[config.mk]
export PLATFORM = sky130hd
export DESIGN_NAME = gun_controller
export DESIGN_NICKNAME = d
export VERILOG_FILES = /design/src/rtl/gun_pkg.sv /design/src/rtl/gun_debounce.sv /design/src/rtl/gun_controller.sv
export SDC_FILE = /design/constraint.sdc
export NUM_CORES = 1
export LEC_CHECK = 0
export BUFFER_PORTS_ARGS = -buffer_cell sky130_fd_sc_hd__buf_2
export CORE_MARGIN = 2
export CORE_UTILIZATION = 35
export CTS_CLUSTER_SIZE = 10
export DETAILED_ROUTE_END_ITERATION = 8
export PLACE_DENSITY = 0.59
export SLEW_MARGIN = 20
export SYNTH_ARGS = -nofsm -noshare
export SYNTH_HDL_FRONTEND = slang
export SYNTH_SLANG_ARGS = --single-unit
[constraint.sdc]
create_clock -name clk -period 6.2 [get_ports clk]
set_clock_uncertainty 0.2 [all_clocks]
set_input_delay 1.24 -clock clk [delete_from_list [all_inputs] [get_ports clk]]
set_output_delay 1.24 -clock clk [all_outputs]
set_load 0.02 [all_outputs]
[src/rtl/gun_pkg.sv]
// Shared types and defaults for the light-gun front end.
package gun_pkg;

   typedef enum logic [2:0] {
      IDLE,
      WAIT_FRAME,
      BLACK,
      TARGET,
      RESULT,
      COOLDOWN
   } gun_state_e;

   localparam int DEF_DEBOUNCE_CYCLES = 650_000;  // 10 ms at 65 MHz
   localparam int DEF_PD_MIN_CYCLES   = 64;
   localparam int DEF_TARGET_FRAMES   = 1;
   localparam int DEF_COOLDOWN_FRAMES = 15;

   // Bits needed to hold values 0..max_val.
   function automatic int cnt_w(input int max_val);
      return (max_val < 2) ? 1 : $clog2(max_val + 1);
   endfunction

endpackage

[src/rtl/gun_debounce.sv]
// Raw-pin conditioning: 2-FF synchronizer, polarity normalisation and
// a restart-on-bounce debouncer that reports inactive-to-active presses.
module gun_sync #(
   parameter logic RST_VAL = 1'b0
) (
   input  logic clk_i,
   input  logic rst_i,
   input  logic d_i,
   output logic q_o
);
   logic s1_q, s2_q;

   // Two flops in series to resolve metastability on the async pin.
   always_ff @(posedge clk_i) begin
      if (rst_i) begin
         s1_q <= RST_VAL;
         s2_q <= RST_VAL;
      end else begin
         s1_q <= d_i;
         s2_q <= s1_q;
      end
   end

   assign q_o = s2_q;
endmodule

module gun_debounce
   import gun_pkg::*;
#(
   parameter int CYCLES     = DEF_DEBOUNCE_CYCLES,
   parameter bit ACTIVE_LOW = 1'b1
) (
   input  logic clk_i,
   input  logic rst_i,
   input  logic raw_i,
   output logic press_o
);
   localparam int CW = cnt_w(CYCLES);

   logic          sync_raw, sync_act;
   logic          level_q, level_d;
   logic [CW-1:0] cnt_q, cnt_d;

   // Sync flops come out of reset at the pin's idle level.
   gun_sync #(.RST_VAL(ACTIVE_LOW)) u_sync (
      .clk_i (clk_i),
      .rst_i (rst_i),
      .d_i   (raw_i),
      .q_o   (sync_raw)
   );

   assign sync_act = sync_raw ^ ACTIVE_LOW;

   // Count consecutive cycles of disagreement; flip the level after CYCLES of them.
   always_comb begin
      level_d = level_q;
      cnt_d   = '0;
      if (sync_act != level_q) begin
         if (cnt_q == CW'(CYCLES - 1)) level_d = sync_act;
         else                          cnt_d   = cnt_q + 1'b1;
      end
   end

   // Level resets to active so a trigger held through reset never looks like a press.
   always_ff @(posedge clk_i) begin
      if (rst_i) begin
         level_q <= 1'b1;
         cnt_q   <= '0;
      end else begin
         level_q <= level_d;
         cnt_q   <= cnt_d;
      end
   end

   assign press_o = level_d & ~level_q;
endmodule

[src/rtl/gun_controller.sv]
// Light-gun front end: trigger/photodetector conditioning and the
// black-frame / target-frame flash sequence, one hit or miss per shot.
module gun_controller
   import gun_pkg::*;
#(
   parameter int DEBOUNCE_CYCLES = DEF_DEBOUNCE_CYCLES,
   parameter int PD_MIN_CYCLES   = DEF_PD_MIN_CYCLES,
   parameter int TARGET_FRAMES   = DEF_TARGET_FRAMES,
   parameter int COOLDOWN_FRAMES = DEF_COOLDOWN_FRAMES,
   parameter int TRIG_ACTIVE_LOW = 1,
   parameter int PD_ACTIVE_LOW   = 1
) (
   input  logic clk,
   input  logic rst,
   input  logic gun_trigger,
   input  logic gun_photodetector,
   input  logic frame_start,
   output logic flash_black,
   output logic flash_target,
   output logic shot_fired,
   output logic hit,
   output logic miss,
   output logic busy
);
   localparam int PW = cnt_w(PD_MIN_CYCLES);
   localparam int FW = cnt_w(TARGET_FRAMES);
   localparam int CW = cnt_w(COOLDOWN_FRAMES);
   localparam bit TRIG_AL = (TRIG_ACTIVE_LOW != 0);
   localparam bit PD_AL   = (PD_ACTIVE_LOW != 0);

   logic          press;
   logic          pd_sync, pd_act, light;
   logic [PW-1:0] pd_cnt_q, pd_cnt_d;

   gun_state_e    state_q, state_d;
   logic [FW-1:0] frame_cnt_q, frame_cnt_d;
   logic [CW-1:0] cool_cnt_q, cool_cnt_d;
   logic          cheat_q, cheat_d, seen_q, seen_d;
   logic          fb_d, ft_d, sf_d, hit_d, miss_d, busy_d;

   gun_debounce #(.CYCLES(DEBOUNCE_CYCLES), .ACTIVE_LOW(TRIG_AL)) u_trig (
      .clk_i   (clk),
      .rst_i   (rst),
      .raw_i   (gun_trigger),
      .press_o (press)
   );

   gun_sync #(.RST_VAL(PD_AL)) u_pd_sync (
      .clk_i (clk),
      .rst_i (rst),
      .d_i   (gun_photodetector),
      .q_o   (pd_sync)
   );

   assign pd_act = pd_sync ^ PD_AL;
   assign light  = (pd_cnt_q == PW'(PD_MIN_CYCLES));

   // Light filter: saturating run-length of active detector cycles.
   always_comb begin
      pd_cnt_d = '0;
      if (pd_act) pd_cnt_d = light ? pd_cnt_q : pd_cnt_q + 1'b1;
   end

   // Light filter register.
   always_ff @(posedge clk) begin
      if (rst) pd_cnt_q <= '0;
      else     pd_cnt_q <= pd_cnt_d;
   end

   // State, counters, flags and registered outputs.
   always_ff @(posedge clk) begin
      if (rst) begin
         state_q      <= IDLE;
         frame_cnt_q  <= '0;
         cool_cnt_q   <= '0;
         cheat_q      <= 1'b0;
         seen_q       <= 1'b0;
         flash_black  <= 1'b0;
         flash_target <= 1'b0;
         shot_fired   <= 1'b0;
         hit          <= 1'b0;
         miss         <= 1'b0;
         busy         <= 1'b0;
      end else begin
         state_q      <= state_d;
         frame_cnt_q  <= frame_cnt_d;
         cool_cnt_q   <= cool_cnt_d;
         cheat_q      <= cheat_d;
         seen_q       <= seen_d;
         flash_black  <= fb_d;
         flash_target <= ft_d;
         shot_fired   <= sf_d;
         hit          <= hit_d;
         miss         <= miss_d;
         busy         <= busy_d;
      end
   end

   // Next state; light on the BLACK->TARGET edge still lands in cheat.
   always_comb begin
      state_d     = state_q;
      frame_cnt_d = frame_cnt_q;
      cool_cnt_d  = cool_cnt_q;
      cheat_d     = cheat_q;
      seen_d      = seen_q;
      case (state_q)
         IDLE:       if (press) state_d = WAIT_FRAME;
         WAIT_FRAME: if (frame_start) state_d = BLACK;
         BLACK: begin
            if (light) cheat_d = 1'b1;
            if (frame_start) begin
               state_d     = TARGET;
               frame_cnt_d = '0;
            end
         end
         TARGET: begin
            if (light) seen_d = 1'b1;
            if (frame_start) begin
               if (frame_cnt_q == FW'(TARGET_FRAMES - 1)) state_d = RESULT;
               else frame_cnt_d = frame_cnt_q + 1'b1;
            end
         end
         RESULT: begin
            cheat_d    = 1'b0;
            seen_d     = 1'b0;
            cool_cnt_d = '0;
            state_d    = COOLDOWN;
         end
         COOLDOWN: begin
            if (frame_start) begin
               if (cool_cnt_q == CW'(COOLDOWN_FRAMES - 1)) state_d = IDLE;
               else cool_cnt_d = cool_cnt_q + 1'b1;
            end
         end
         default: state_d = IDLE;
      endcase
   end

   // Output next values; flashes follow the upcoming state so they align with it.
   always_comb begin
      fb_d   = (state_d == BLACK);
      ft_d   = (state_d == TARGET);
      sf_d   = (state_q == IDLE) && press;
      hit_d  = (state_q == RESULT) && seen_q && !cheat_q;
      miss_d = (state_q == RESULT) && !(seen_q && !cheat_q);
      busy_d = (state_d != IDLE);
   end

endmodule

==> results.md <==
* Status: finished clean
* Clock sink count at 47
* Setup-failing EPs final at 0
* Layout cells sized above 1 at 12.1%
* Final instance area at 2240 sq um
* Worst EP arrival at 2420 ps
* Placement Cell Area at 2150 sq um
* Final HPWL DP at 2540 um
* Worst path required time at 6160 ps
* Max Clock Freq at 0.406 GHz
* Pins Over Slew Limit at 0
* RSZ-0062 raised after global routing: false
* EDFF count, synth at 0
* Kind of start point of the critical path: register
* H-tree Lvls at 2
* CTS Buf Count at 5
* Core area at 5570 sq um
* Most frequent cell after synthesis: dfxtp_1
* Clk buf depth at 2
* Vias in the first global route at 1450
* Die Y at 80.6 um
* CTS Hold Buffers Added at 0
* Met2 Usage GRT at 21.0%
* Combinational share of power at 2.4%
* Max cap viols at 0
* Initial DRC Count at 48
* Critical Path End Type: register
* Post-synth top flop: dfxtp_1
* Sequential share of the synthesized area at 45.9%
* Part of the power in the clock network at 36.0%
* WP buf/inv at 0
* Area delta synth->final at 9.15%
* Routability cong. at 0.781
* Static Leak at 0.737 nW
* Initial cell density of the core at 36.8%
* DR pass1 iterations at 4
* Ports at 11
* Synth cell count leaders: 47 x dfxtp_1, 36 x nor2_1, 18 x xnor2_1
* Seq pwr share at 61.6%
* Syn_nets at 238
* Via count at 1537
* DR WL/cell at 11.7 um
* DRC Markers at 0
* Switching power share of the total at 22.2%
* WL final at 3650 um
* Root Buffer: clkbuf_8
* Minimum clock period at 2470 ps
* Top delay family on crit path: simple AND/OR/NAND/NOR gates
* Unique masters post-synth at 40
* Synth Register Bits at 47
* Die area at 6490 sq um
* Storage cell area at 941 sq um
* Gr usage total at 12.5%
* Net switching power at 0.111 mW
* Area of the multi-input gates at 1040 sq um
* Ys async rst share at 0%
* Cells along the critical path: or4_1 -> or4_4 -> o21ai_2 -> nor2_1
* Synth top area share at 45.9%
* Syn Inst Count at 228
* Slowest CP cell: o21ai_2
* Power Dens Cells at 223 nW/um^2
* Vias per cell at 4.94
* Endpoints failing hold at 0
* Final ANT Viol Nets at 0
* Final period util at 39.8%
* Critical path class: register to register
* Number of cell rows at 27
* Die W at 80.6 um
* Worst vdd ir at 139 uV
* CTS clk-pin slew, worst paths at 80 ps
* Busiest grt layer: met2
* Synth Cell Area at 2050 sq um
* PortBufs at 10
* Leading area contributor after synthesis: dfxtp_1
* Met1 GRT Util at 15.1%
* YS warnings at 0
* CTS tree: done
* Total congestion overflow at 0
* First-pass GRT wire length at 6350 um
* Diodes inserted at 0
* Slew HR at 50.7%
* Pint at 0.388 mW
* Critical Path Fanout Max at 18
* Post-CTS Setup Inserts at 0
* Tightest Pin Transition at 739 ps
* Worst path max stage delay at 620 ps
* Antenna violations before repair at 0
* TNS Setup at 0 ps
* Hold crit path type: register to register
* Post-CTS sizing at 0
* Clock Latency Late Sink at 300 ps
* Synth area leaders: dfxtp_1 46%, xnor2_1 7.7%, nor2_1 6.6%
* Final #Nets at 248
* Mean Syn Cell Area at 9.00 sq um
* Pin count of the biggest net entering global routing at 29
* Met3 usage at 3.37%
* Final-layout fill cell count at 585
==> path summary, 6_finish.rpt <==
| kind | depth (start not counted) | start | to | slack, ps |
|---|---|---|---|---|
| min | 1 | u_trig.u_sync.s1_q | u_trig.u_sync.q_o | 210 |
| max reg2reg | 4 | u_trig.cnt_q[17] | u_trig.cnt_q[4] | 3730 |
| max | 4 | u_trig.cnt_q[17] | u_trig.cnt_q[4] | 3730 |
| min reg2reg | 1 | u_trig.u_sync.s1_q | u_trig.u_sync.q_o | 210 |
==> routing by layer <==
metal,routed length (um),up-vias
met5,0,-
met4,55,0
met3,99,4
met2,1650,10
met1,1850,706
li1,-,817
==> worst reg2reg max path: stages, from the launching register on <==
cell and delay, ps:
dfxtp_1 340, or4_1 520, or4_4 550, o21ai_2 620, nor2_1 110
==> cell type report <==
| class | instances | area share, % |
|---|---|---|
| clock inverter | 2 | 0.559 |
| multi-input combinational | 164 | 46.3 |
| timing repair buffer | 10 | 2.23 |
| clock buffer | 6 | 3.24 |
| sequential | 47 | 42.0 |
| inverter | 10 | 1.68 |
| tap | 72 | 4.02 |
==> sequential cells by signal (all words and copies together), names as in the netlist <==
register	cells
shot_fired	1
flash_target	1
state_q	3
hit	1
u_pd_sync.s1_q	1
busy	1
miss	1
u_trig.level_q	1
seen_q	1
cool_cnt_q	4
u_trig.cnt_q	20
flash_black	1
u_trig.u_sync.q_o	1
pd_cnt_q	7
u_pd_sync.q_o	1
cheat_q	1
u_trig.u_sync.s1_q	1
==> placed cells by master (no fill, tap or decap), types with 2 or more instances in the layout <==
cell / instances
or3_1: 4
nor4b_1: 2
xnor2_1: 18
a31oi_1: 2
a21oi_1: 11
mux2i_1: 2
or2_2: 4
ha_1: 5
nor3_1: 12
or2b_2: 2
dfxtp_1: 47
and3_1: 3
o21ai_0: 6
nand4_1: 10
nand2_1: 5
nor4_1: 5
xor2_1: 7
nor2_1: 36
clkbuf_8: 5
inv_1: 10
nand3_1: 8
o32ai_1: 2
or4b_1: 2
or4_1: 2
nand2b_1: 3
buf_2: 10
==> cell families after synthesis <==
group                    Yosys count  synth area share (%)
AND/OR/NAND/NOR                  107                  28.7
AO/OA/AOI/OAI                     25                  7.13
flip-flops                        47                  45.9
buffers and inverters             17                  3.66
XOR/XNOR                          25                  10.7
multiplexers                       2                 0.976
adder cells (fa/ha/maj)            5                  3.05
==> power by group through the flow <==
stage | combinational, mW | clock (mW) | sequential [mW]
3_5_place_dp | 0.0125 | 0 | 0.314
4_1_cts | 0.0126 | 0.186 | 0.307
6_report | 0.0122 | 0.179 | 0.307
5_1_grt | 0.0143 | 0.201 | 0.307
3_3_place_gp | 0.0122 | 0 | 0.314
2_1_floorplan | 0.00989 | 0 | 0.314
==> metrics by stage <==
stage	std cells	util, %	power (mW)	hold slack (ps)	setup slack (ps)
6_report	311	40.2	0.498	213	3730
5_1_grt	311	40.2	0.523	243	3510
4_1_cts	311	40.2	0.506	217	3690
3_5_place_dp	303	38.7	0.327	196	3660
3_3_place_gp	303	38.7	0.326	196	3680
2_1_floorplan	228	-	0.323	189	3800
Power figures use the tool's default switching activity.
